[src/rtl/reg_view_sequencer.sv]
// rtl/reg_view_sequencer.sv - steps the register-file debug port and shows each register byte on the LED bank
//
// Fetches registers 0..NREG-1 one at a time over the debug read port. Each
// 32-bit value is latched into a shadow register, and its four bytes are shown
// on the LEDs in order (bits 7:0 first). The display advances when the dwell
// timer expires (auto_en=1) or when the step button gives a rising edge. A read
// that receives no rd_ack within TIMEOUT cycles is replaced with 32'hEEEE_EEEE,
// and the sticky err flag is set.
//
// Ports:
//   clk       in   clock, all state changes on the rising edge
//   rst       in   synchronous active-low reset
//   auto_en   in   1 = dwell timer advances the display
//   step      in   asynchronous button level, each rising edge advances one byte
//   rd_req    out  read request to the register-file debug port
//   rd_addr   out  read address, always equal to cur_addr
//   rd_ack    in   one-cycle acknowledge, rd_data is valid in the same cycle
//   rd_data   in   register value
//   led       out  byte being displayed
//   cur_addr  out  register being displayed
//   cur_byte  out  byte lane being displayed (0 = bits 7:0)
//   err       out  sticky read-timeout flag
module reg_view_sequencer #(
  parameter int DWELL   = 50_000_000,
  parameter int TIMEOUT = 256,
  parameter int NREG    = 32
) (
  input  logic        clk,
  input  logic        rst,
  input  logic        auto_en,
  input  logic        step,
  output logic        rd_req,
  output logic [4:0]  rd_addr,
  input  logic        rd_ack,
  input  logic [31:0] rd_data,
  output logic [7:0]  led,
  output logic [4:0]  cur_addr,
  output logic [1:0]  cur_byte,
  output logic        err
);

  localparam int DW = (DWELL > 2) ? $clog2(DWELL) : 1;
  localparam int TW = (TIMEOUT > 2) ? $clog2(TIMEOUT) : 1;

  typedef enum logic {
    FETCH = 1'b0,
    SHOW  = 1'b1
  } state_t;

  state_t        state, stateNext;
  logic          rdReqNext;
  logic [31:0]   shadow, shadowNext;
  logic [7:0]    ledNext;
  logic [4:0]    addrNext;
  logic [1:0]    byteNext;
  logic          errNext;
  logic [DW-1:0] dwellCnt, dwellNext;
  logic [TW-1:0] tmoCnt, tmoNext;

  // Two flops synchronize the button; s3 holds the previous synchronized level,
  // so that only a rising edge counts as a step.
  logic s1, s2, s3;
  logic stepEdge;
  logic dwellDone;
  logic advance;

  assign rd_addr   = cur_addr;
  assign stepEdge  = s2 & ~s3;
  assign dwellDone = auto_en && (dwellCnt == DW'(DWELL - 1));
  // A dwell expiry and a step edge in the same cycle merge into one advance.
  assign advance   = dwellDone | stepEdge;

  always_ff @(posedge clk) begin
    if (!rst) begin
      state    <= FETCH;
      rd_req   <= 1'b0;
      shadow   <= '0;
      led      <= '0;
      cur_addr <= '0;
      cur_byte <= '0;
      err      <= 1'b0;
      dwellCnt <= '0;
      tmoCnt   <= '0;
      s1       <= 1'b0;
      s2       <= 1'b0;
      s3       <= 1'b0;
    end else begin
      state    <= stateNext;
      rd_req   <= rdReqNext;
      shadow   <= shadowNext;
      led      <= ledNext;
      cur_addr <= addrNext;
      cur_byte <= byteNext;
      err      <= errNext;
      dwellCnt <= dwellNext;
      tmoCnt   <= tmoNext;
      s1       <= step;
      s2       <= s1;
      s3       <= s2;
    end
  end

  always_comb begin
    stateNext  = state;
    rdReqNext  = rd_req;
    shadowNext = shadow;
    ledNext    = led;
    addrNext   = cur_addr;
    byteNext   = cur_byte;
    errNext    = err;
    dwellNext  = dwellCnt;
    tmoNext    = tmoCnt;

    case (state)
      FETCH: begin
        // The request is raised one cycle after entering FETCH. An ack that
        // arrives before then belongs to no request and is ignored.
        // Step edges seen here are dropped.
        if (!rd_req) begin
          rdReqNext = 1'b1;
        end else if (rd_ack) begin
          shadowNext = rd_data;
          rdReqNext  = 1'b0;
          tmoNext    = '0;
          stateNext  = SHOW;
        end else if (tmoCnt == TW'(TIMEOUT - 1)) begin
          shadowNext = 32'hEEEE_EEEE;
          errNext    = 1'b1;
          rdReqNext  = 1'b0;
          tmoNext    = '0;
          stateNext  = SHOW;
        end else begin
          tmoNext = tmoCnt + TW'(1);
        end
      end

      SHOW: begin
        ledNext   = 8'(shadow >> {cur_byte, 3'b000});
        dwellNext = auto_en ? dwellCnt + DW'(1) : '0;
        if (advance) begin
          dwellNext = '0;
          if (cur_byte != 2'd3) begin
            byteNext = cur_byte + 2'd1;
          end else begin
            byteNext  = 2'd0;
            addrNext  = (cur_addr == 5'(NREG - 1)) ? 5'd0 : cur_addr + 5'd1;
            stateNext = FETCH;
          end
        end
      end

      default: stateNext = FETCH;
    endcase
  end

endmodule

[config.mk]
export PLATFORM = sky130hd
export DESIGN_NAME = reg_view_sequencer
export DESIGN_NICKNAME = d
export VERILOG_FILES = /design/src/rtl/reg_view_sequencer.sv
export SDC_FILE = /design/constraint.sdc
export NUM_CORES = 1
export LEC_CHECK = 0
export CAP_MARGIN = 0
export CORE_MARGIN = 8
export CORE_UTILIZATION = 48
export CTS_BUF_LIST = sky130_fd_sc_hd__clkbuf_4 sky130_fd_sc_hd__clkbuf_8
export CTS_CLUSTER_DIAMETER = 30
export DETAILED_ROUTE_END_ITERATION = 8
export GPL_TIMING_DRIVEN = 0
export PLACE_DENSITY_LB_ADDON = 0.3
export SKIP_CTS_REPAIR_TIMING = 1
export SLEW_MARGIN = 40
export SYNTH_ARGS = -nofsm -noshare
export SYNTH_HDL_FRONTEND = slang
export SYNTH_SLANG_ARGS = --single-unit
export TNS_END_PERCENT = 50
[constraint.sdc]
create_clock -name clk -period 4.4 [get_ports clk]
set_input_delay 0.66 -clock clk [delete_from_list [all_inputs] [get_ports clk]]
set_output_delay 0.66 -clock clk [all_outputs]
set_load 0.005 [all_outputs]
Word level (Yosys, flattened, before mapping) --
Index checks and enable logic that the tools add are counted.
Operators by class: add/subtract/negate cells 4, eq/ne operators 4, shift operators 1, multiplexer cells 17, bitwise gates (word level) 6, reduce and logical (&&, ||, !) cells 7
Operator list (count):
- 2-to-1 mux 32 bit | 2
- 2-to-1 mux 26 bit | 2
- right shift 32 x 5 -> 8 bit | 1
- adder 26 x 1 -> 26 bit, second input constant | 1
- == test 26 bit, second input constant | 1
- 2-to-1 mux 8 bit | 2
- adder 8 x 1 -> 8 bit, second input constant | 1
- == test 8 bit, second input constant | 1
- 2-to-1 mux 1 bit | 8
- AND reduction 3 bit | 2
- adder 5 x 1 -> 5 bit, second input constant | 1
- == test 5 bit, second input constant | 1
- 2-to-1 mux 5 bit | 1
- inverter 1 bit | 4
- AND reduction 2 bit | 2
- AND reduction 4 bit | 1
- adder 2 x 1 -> 2 bit, second input constant | 1
- 2-to-1 mux 2 bit | 1
- inequality test 2 bit, second input constant | 1
- one-hot mux 1 bit (2 select lines) | 1
- nonzero test 2 bit | 1
- AND 1 bit | 1
- logical AND 1 bit | 1
- bitwise OR 1 bit | 1
Word-level totals: flip-flop bits (word level) 87, word-level logic and storage cells 51

Logic depth before layout (Yosys ltp) --
Gate-level depths: netlist (run 1).
word-level depth 5, mapped depth 8, mapped depth without buffers 6

Worst setup path before layout (run 1) --
No wires, ideal clock.
kind flip-flop to flip-flop, start register dwellCnt[0], end register dwellCnt[16], setup time 0.120 ns, arrival time 2.003 ns, slack 2.278 ns, cell stages (with the launch flop) 7, period minus slack after synthesis 2.122 ns, path through dfxtp_1 ha_1 nand3_1 nor4_1 nand3_1 and3_1 a211o_1
Between the ends: cells in the longest elaborated chain, start to end 4
RTL lines:
- start, declared | RTL line 57 | logic [DW-1:0] dwellCnt, dwellNext;
- start signal, assigned | RTL line 95 | dwellCnt <= dwellNext;
- parallel branches: the longest is 3 deep, another holds adder 26 x 1 -> 26 bit
- 2-to-1 mux 26 bit * | RTL line 140 | if (advance) begin
Every way passes the cells marked *. A chain may end at the register's enable or synchronous reset.

Final worst setup path (run 1) --
start input auto_en, end register dwellCnt[13]
Between the ends: cells in the longest elaborated chain, start to end 3
RTL lines:
- start, declared | RTL line 30 | input logic auto_en,
- logical AND 1 bit | RTL line 69 | assign dwellDone = auto_en && (dwellCnt == DW'(DWELL - 1));
- bitwise OR 1 bit | RTL line 71 | assign advance = dwellDone | stepEdge;
- 2-to-1 mux 26 bit * | RTL line 140
Mark *: on every way between the ends. The rest lies on a longest branch, timed or not.

==> results of run 1 <==
[cells in the mapped netlist, types with 2 or more instances]
master and count:
or4_1 2, inv_1 5, mux2i_1 16, clkbuf_1 20, nor4_1 3, o311ai_0 3, a22o_1 8, o21bai_1 2
o221a_2 24, buf_4 5, nand3b_1 4, a21oi_1 26, and2_1 5, buf_2 2, a31oi_1 12, nor3_1 4
ha_1 5, nand2_1 29, nand4_1 13, and4_1 3, nor2b_1 2, mux4_2 8, a21o_2 2, a41oi_1 2
o21ai_0 10, and3_1 8, buf_1 2, o21a_1 4, nand2b_1 7, nand3_1 18, dfxtp_1 87, nor2_1 36
xor2_1 3
[registers in the layout, summed over array words and instances, names as in the netlist]
signal / flops
shadow: 32
dwellCnt: 26
led: 8
tmoCnt: 8
cur_addr: 5
cur_byte: 2
err: 1
rd_req: 1
s1: 1
s2: 1
s3: 1
state: 1
[final cells by class]
cell class              count  area [um^2]
flip-flops and latches     87         1742
well taps                 102        127.6
plain buffers              29        131.4
clock inverters             5        83.83
inverters                   5        18.77
repair buffers             57        570.5
fillers                   666         2973
multi-input cells         279         1997
clock buffers               9        123.9
[per-layer routing]
metal,routed length (um),vias up
met2,4688,66
met5,0,-
met1,4263,1605
met3,450,11
li1,-,1655
met4,121,0
[cell families (layout without fill, tap and decap cells)]
kind of cell	Yosys count	after routing	synth area share, %
buf+inv	34	105	3.843
mux	24	24	8.783
compound gates	106	106	20.99
fa+ha+maj	5	5	1.614
flops	87	87	44.95
simple gates	140	140	18.92
xor+xnor	4	4	0.9043
[metrics by stage]
stage	hold WS, ps	total power, uW	worst slack [ps]
finish	463.0	1571	1801
global route	489.5	1637	1627
CTS	465.5	1580	1851
detailed placement	428.4	996.3	1491
global placement	424.3	991.9	1527
floorplan	411.9	928.7	2278
[worst min path at each step]
stage | end | startpoint | slack (ps)
finish | s2 | s1 | 460
global placement | s2 | s1 | 420
global route | shadow[24] | shadow[24] | 490
detailed placement | s2 | s1 | 430
floorplan | s2 | s1 | 410
CTS | s2 | s1 | 470
[power by group]
group	switching (uW)	total [uW]	internal [uW]
Clock	278	593	315
Sequential	15.8	830	814
Combinational	71.0	148	76.9
Total	365	1570	1210
==> impl_metrics.tcl, run 1 <==
set metrics [dict create \
    maxSlewHeadroom_pct 57.73 \
    cp_max_fo 10 \
    ys_ff_latch 87 \
    cp.arrival_ps 2840 \
    layout-area-overhead-vs-synth_pct 23.73 \
    worst_path_largest_cell_delay_ps 550 \
    synth_area_mm2 0.003875 \
    start_kind "input port" \
    die_w_um 105.9 \
    synth_cell_types 53 \
    synth_top_area_share_pct 44.95 \
    layout_commonest_cell "dfxtp_1" \
    rrSetupSlack_ps 2000 \
    cts_made_buffers 9 \
    cts.sinks 87 \
    dp_cells 559 \
    final_util_pct 61.73 \
    cts_buffer_depth 2 \
    finalCriticalPeriod_ps 2599 \
    clk_latency_ps 360 \
    clockRootBuffer "clkbuf_8" \
    detail-route-antenna-nets 0 \
    layoutNonFillerInstCount 573 \
    vias 3337 \
    crit_family "buffers and inverters" \
    syn_nets 442 \
    hold_class "reg -> reg" \
    fp-row-count 32 \
    place_congestion 0.8174 \
    wire_per_inst_um 16.62 \
    r2r_cells 7 \
    ys_warn_count 0 \
    hold_violations 0 \
    finalInstanceArea_mm2 0.004795 \
    power_density_mw_per_mm2 327.7 \
    synth.largest_area_cell "dfxtp_1" \
    cp_cell_sequence "clkdlybuf4s50_1 > nor4b_1 > and3_1 > clkbuf_1 > a21oi_2 > clkbuf_1 > a21oi_1 > mux2i_1" \
    crit_type "in -> reg" \
    drive_gt1_share_pct 13.59 \
    crit_cells 8 \
    grt_overflow_total 0 \
    antenna_found_initial 0 \
    critPathBufInv 3 \
    async_reset_ff_share_pct 0 \
    tightest_slew_ps 634.1 \
    initial_core_util_pct 49.89 \
    met3_usage_pct 5.542 \
    dieArea_mm2 0.01120 \
    setup_viol 0 \
    syn_inst 400 \
    avgSynthCellArea_um2 9.687 \
    clock_skew_ps 12.86 \
    hold_depth 1 \
    core_mm2 0.007767 \
    routed_wl_um 9523 \
    reg2reg_to "dwellCnt[13]" \
    crit_slowest_cell "clkdlybuf4s50_1" \
    tns_ps 0 \
    synthTopCellsByArea "dfxtp_1 (45%), o221a_2 (7.0%), mux4_2 (4.6%), mux2i_1 (4.1%), nor2_1 (3.5%)" \
    via_per_inst 5.824 \
    nets 510 \
    grt_pass1_wl_um 16130 \
    grt_use_total_pct 17.48 \
    vdd.ir_drop.worst_uv 261.8 \
    drc 0 \
    drtPass1Iterations 4 \
    diodes 0 \
    p_leak_uw 0.001714 \
    crit_start "auto_en" \
    dp_hpwl_um 7087 \
    timing.rr.start "dwellCnt[0]" \
    synth_edf_count 0 \
    setup.worst_path.end_class "flop" \
    endpoint "dwellCnt[13]" \
    cts_tree "built" \
    grt_setup_unrepaired "false" \
    layout_common_cells "dfxtp_1 (87), clkdlybuf4s50_1 (57), nor2_1 (36), nand2_1 (29), a21oi_1 (26)" \
    max_freq_mhz 384.8 \
    ys.flop_type "dfxtp_1" \
    drt_iter0_drc 178 \
    grt_use_met2_pct 28.82 \
    port_buffers 57 \
    maxCapViolations 0 \
    grt_max_degree 15 \
    die_h_um 105.9 \
    htree_levels 3 \
    top_usage_layer "met2" \
    cpMostUsedCell "clkbuf_1" \
    drv_slew 0 \
    clk_pin_slew_ps 90 \
    place_area_mm2 0.004579 \
    crit_required_ps 4640 \
    seq_area_frac_synth_pct 44.95 \
    fin_crit_sh_pct 59.07 \
    grtUsageMet1_pct 21.26 \
    io_pins 59 \
    status "finished, final reports clean" \
    grt_pass1_vias 3324 \
]
No activity file was read; power rests on OpenSTA's default activity.
==> run 2: changes to the inputs <==
==> constraint.sdc (replaced) <==
create_clock -name clk -period 2.4 [get_ports clk]
set_input_delay 0.36 -clock clk [delete_from_list [all_inputs] [get_ports clk]]
set_output_delay 0.36 -clock clk [all_outputs]
set_load 0.005 [all_outputs]
==> impl_metrics.tcl, run 2 (same netlist as run 1, synthesis figures left out) <==
set metrics [dict create \
    tightest_slew_ps 631.6 \
    grt_setup_unrepaired "false" \
    crit_start "dwellCnt[6]" \
    dp_hpwl_um 7087 \
    io_pins 59 \
    initial_core_util_pct 49.89 \
    top_regs "shadow (32), dwellCnt (26)" \
    htree_levels 3 \
    crit_required_ps 2640 \
    vias 3336 \
    routed_wl_um 9597 \
    hold_class "in -> reg" \
    die_h_um 105.9 \
    place_congestion 0.8174 \
    drive_gt1_share_pct 14.62 \
    largest_reg_flops 32 \
    fin_ws_ps 140.5 \
    r2r_cells 7 \
    clk_pin_slew_ps 90 \
    drv_slew 0 \
    register_area_mm2 0.001742 \
    maxCapViolations 0 \
    crit_type "reg -> reg" \
    fillers 656 \
    cts_tree "built" \
    detail-route-antenna-nets 0 \
    grt_pass1_wl_um 16130 \
    cp.arrival_ps 2500 \
    top_register "shadow" \
    finalCriticalPeriod_ps 2260 \
    max_freq_mhz 442.6 \
    grt_max_degree 15 \
    setup.worst_path.end_class "flop" \
    layout_common_cells "dfxtp_1 (87), clkdlybuf4s50_1 (57), nor2_1 (36), nand2_1 (29), a21oi_1 (26)" \
    finalInstanceArea_mm2 0.004832 \
    reg2reg_to "dwellCnt[13]" \
    grt_overflow_total 0 \
    grt_use_total_pct 17.48 \
    start_kind "flop" \
    endpoint "dwellCnt[13]" \
    clk_latency_ps 360 \
    drt_iter0_drc 170 \
    cts_made_buffers 9 \
    port_buffers 57 \
    maxSlewHeadroom_pct 57.89 \
    place_area_mm2 0.004579 \
    drc 0 \
    timing.rr.start "dwellCnt[6]" \
    wire_per_inst_um 16.72 \
    core_mm2 0.007767 \
    setup_viol 0 \
    die_w_um 105.9 \
    fin_crit_sh_pct 94.15 \
    multi_input_area_mm2 0.002024 \
    power_uw 2879 \
    antenna_found_initial 0 \
    vdd.ir_drop.worst_uv 480.5 \
    clock_skew_ps 12.73 \
    power_density_mw_per_mm2 595.8 \
    dp_slack_ps -209.2 \
    diodes 0 \
    cts.sinks 87 \
    nets 511 \
    rrSetupSlack_ps 140 \
    cts_buffer_depth 2 \
    grt_pass1_vias 3324 \
    drtPass1Iterations 5 \
    hold_violations 0 \
    layout-area-overhead-vs-synth_pct 24.70 \
    clockRootBuffer "clkbuf_8" \
    fp-row-count 32 \
    p_leak_uw 0.001746 \
    cp_max_fo 10 \
    status "finished, final reports clean" \
    dieArea_mm2 0.01120 \
    layout_commonest_cell "dfxtp_1" \
    via_per_inst 5.812 \
]
==> run 2: layout make-up <==
type | instances | area share (%)
Sequential cell | 87 | 36.04
Buffer | 29 | 2.771
Timing Repair Buffer | 58 | 11.96
Tap cell | 102 | 2.641
Clock inverter | 5 | 1.735
Clock buffer | 9 | 2.563
Inverter | 5 | 0.3884
Multi-Input combinational cell | 279 | 41.90
==> run 2: where the power goes <==
part	internal, uW	leakage, uW	switching [uW]
Combinational	142	0.000942	130
Sequential	1490	0.000707	29.2
Clock	578	0.0000978	507
Total	2210	0.00175	666
==> run 2: how the worst min path moves through the flow <==
stage	from	endpoint	slack, ps	cells after the start
2_1_floorplan	s1	s2	410	1
3_3_place_gp	s1	s2	420	1
3_5_place_dp	s1	s2	430	1
4_1_cts	rd_ack	tmoCnt[7]	370	4
5_1_grt	rd_ack	tmoCnt[7]	400	4
6_report	rd_ack	tmoCnt[1]	390	3
==> run 2: metrics by stage <==
step	hold WS [ps]	util, %	TNS, ps	std cells
finish	386.2	62.21	0	574
global route	401.0	62.21	0	574
CTS	372.7	61.63	0	573
detailed placement	428.4	58.96	-3199	559
global placement	424.3	58.88	-2482	559
floorplan	411.9	-	0	400
==> run 2: critical path: stages (launching register included) <==
cell and delay (ps):
dfxtp_1 450, nor4bb_1 550, and3_1 240, clkbuf_1 220, a21oi_2 180, clkbuf_2 250, a21oi_1 170, mux2i_1 100
==> run 2: per-layer routing <==
| layer | part of all wire [%] | up-vias | track usage, % |
|---|---|---|---|
| met5 | 0 | - | 0 |
| met4 | 0.73 | 0 | 5.226 |
| met3 | 4.5 | 4 | 5.542 |
| met2 | 50 | 72 | 28.82 |
| met1 | 45 | 1598 | 21.26 |
| li1 | - | 1662 | - |
==> run 3: changes to the inputs <==
--- a/config.mk
+++ b/config.mk
@@ -13,6 +13,7 @@
 export DETAILED_ROUTE_END_ITERATION = 8
 export GPL_TIMING_DRIVEN = 0
 export PLACE_DENSITY_LB_ADDON = 0.3
+export REMOVE_ABC_BUFFERS = 1
 export SKIP_CTS_REPAIR_TIMING = 1
 export SLEW_MARGIN = 40
 export SYNTH_ARGS = -nofsm -noshare
==> impl_metrics.tcl, run 3 (same netlist as run 1, synthesis figures left out) <==
set metrics [dict create \
    antenna_found_initial 0 \
    top_regs "shadow (32), dwellCnt (26)" \
    cp_max_fo 7 \
    diodes 0 \
    die_h_um 105.9 \
    drc 0 \
    drive_gt1_share_pct 15.47 \
    tns_ps 0 \
    io_pins 59 \
    routed_wl_um 8955 \
    vdd.ir_drop.worst_uv 339.9 \
    layout-area-overhead-vs-synth_pct 21.73 \
    start_kind "flop" \
    layout_common_cells "dfxtp_1 (86), clkdlybuf4s50_1 (57), nor2_1 (34), nand2_1 (28), a21oi_1 (26)" \
    grt_pass1_wl_um 15210 \
    drv_slew 0 \
    grt_use_total_pct 16.26 \
    die_w_um 105.9 \
    tightest_slew_ps 715.7 \
    place_congestion 0.8255 \
    grt_use_met2_pct 26.18 \
    top_usage_layer "met2" \
    status "finished, final reports clean" \
    detail-route-antenna-nets 0 \
    crit_type "reg -> reg" \
    dp_hpwl_um 6096 \
    hold_depth 1 \
    dieArea_mm2 0.01120 \
    cts_buffer_depth 2 \
    layoutNonFillerInstCount 548 \
    p_leak_uw 0.001658 \
    port_buffers 58 \
    fin_crit_sh_pct 93.24 \
    initial_core_util_pct 49.89 \
    maxSlewHeadroom_pct 52.29 \
    cts_tree "built" \
    setup_viol 0 \
    grtUsageMet1_pct 20.65 \
    cts_made_buffers 9 \
    hold_violations 0 \
    hold_class "reg -> reg" \
    max_freq_mhz 446.9 \
    via_per_inst 5.889 \
    cts.sinks 87 \
    htree_levels 3 \
    clockRootBuffer "clkbuf_8" \
    drtPass1Iterations 4 \
    wire_per_inst_um 16.34 \
    vias 3227 \
    grt_pass1_vias 3192 \
    grt_overflow_total 0 \
    grt_setup_unrepaired "false" \
    largest_reg_flops 32 \
    core_mm2 0.007767 \
    fp-row-count 32 \
    maxCapViolations 0 \
    dp_cells 531 \
    met3_usage_pct 3.654 \
    clock_skew_ps 11.25 \
    grt_max_degree 40 \
    nets 483 \
    setup.worst_path.end_class "flop" \
    clk_latency_ps 360 \
    power_density_mw_per_mm2 599.3 \
    finalCriticalPeriod_ps 2238 \
    clk_pin_slew_ps 90 \
    layout_commonest_cell "dfxtp_1" \
    top_register "shadow" \
    drt_iter0_drc 132 \
    crit_required_ps 2610 \
    r2r_cells 6 \
    cp.arrival_ps 2450 \
]
[run 3: changes by cell type in the layout (fill, tap and decap cells not counted), sizes merged]
cell	previous run	this run
clkinvlp	2	3
buf	10	2
bufinv	2	1
clkinv	0	1
clkbuf	29	10
[run 3: final timing paths]
| check | start | endpoint | slack (ps) |
|---|---|---|---|
| max | dwellCnt[11] | cur_addr[2] | 160 |
| min reg2reg | s1 | s2 | 460 |
| max reg2reg | dwellCnt[11] | cur_addr[2] | 160 |
| min | s1 | s2 | 460 |
[run 3: stage by stage]
| step | worst slack (ps) | util (%) | hold WS [ps] | power, uW | area (um^2) |
|---|---|---|---|---|---|
| after global routing | 7.976 | 60.73 | 481.0 | 2924 | 4717 |
| final | 162.3 | 60.73 | 461.6 | 2827 | 4717 |
| after floorplan | 234.9 | - | 411.8 | 1685 | 3745 |
| after global placement | -2035 | 57.33 | 444.4 | 1805 | 4453 |
| after CTS | 8.231 | 60.24 | 465.3 | 2837 | 4679 |
| after detailed placement | -148.1 | 57.65 | 447.1 | 1815 | 4478 |
[run 3: layout make-up]
class | count | area (um^2)
clock buffer | 10 | 131.4
clock inverter | 6 | 70.07
fill | 644 | 3050
inverter | 5 | 18.77
multi-input combinational | 279 | 2043
sequential | 87 | 1743
tap | 102 | 127.6
timing repair buffer | 59 | 583.1
[run 3: worst max-delay path: stages (launching register included)]
cell and delay, ps:
dfxtp_1 370, or4b_4 560, nor4_4 260, buf_4 220
a21boi_2 120, o311ai_0 390, o21ai_0 170
[run 3: routing by layer]
layer	wire (um)	vias to the layer above	part of all wire, %
met5	0	-	0
li1	-	1603	-
met3	414	10	4.6
met4	116	0	1.3
met1	4302	1547	48
met2	4122	67	46
[run 3: report_power, final]
| group | internal [uW] | total (uW) | switching (uW) |
|---|---|---|---|
| Clock | 498 | 1040 | 545 |
| Combinational | 136 | 251 | 115 |
| Sequential | 1490 | 1530 | 39.3 |
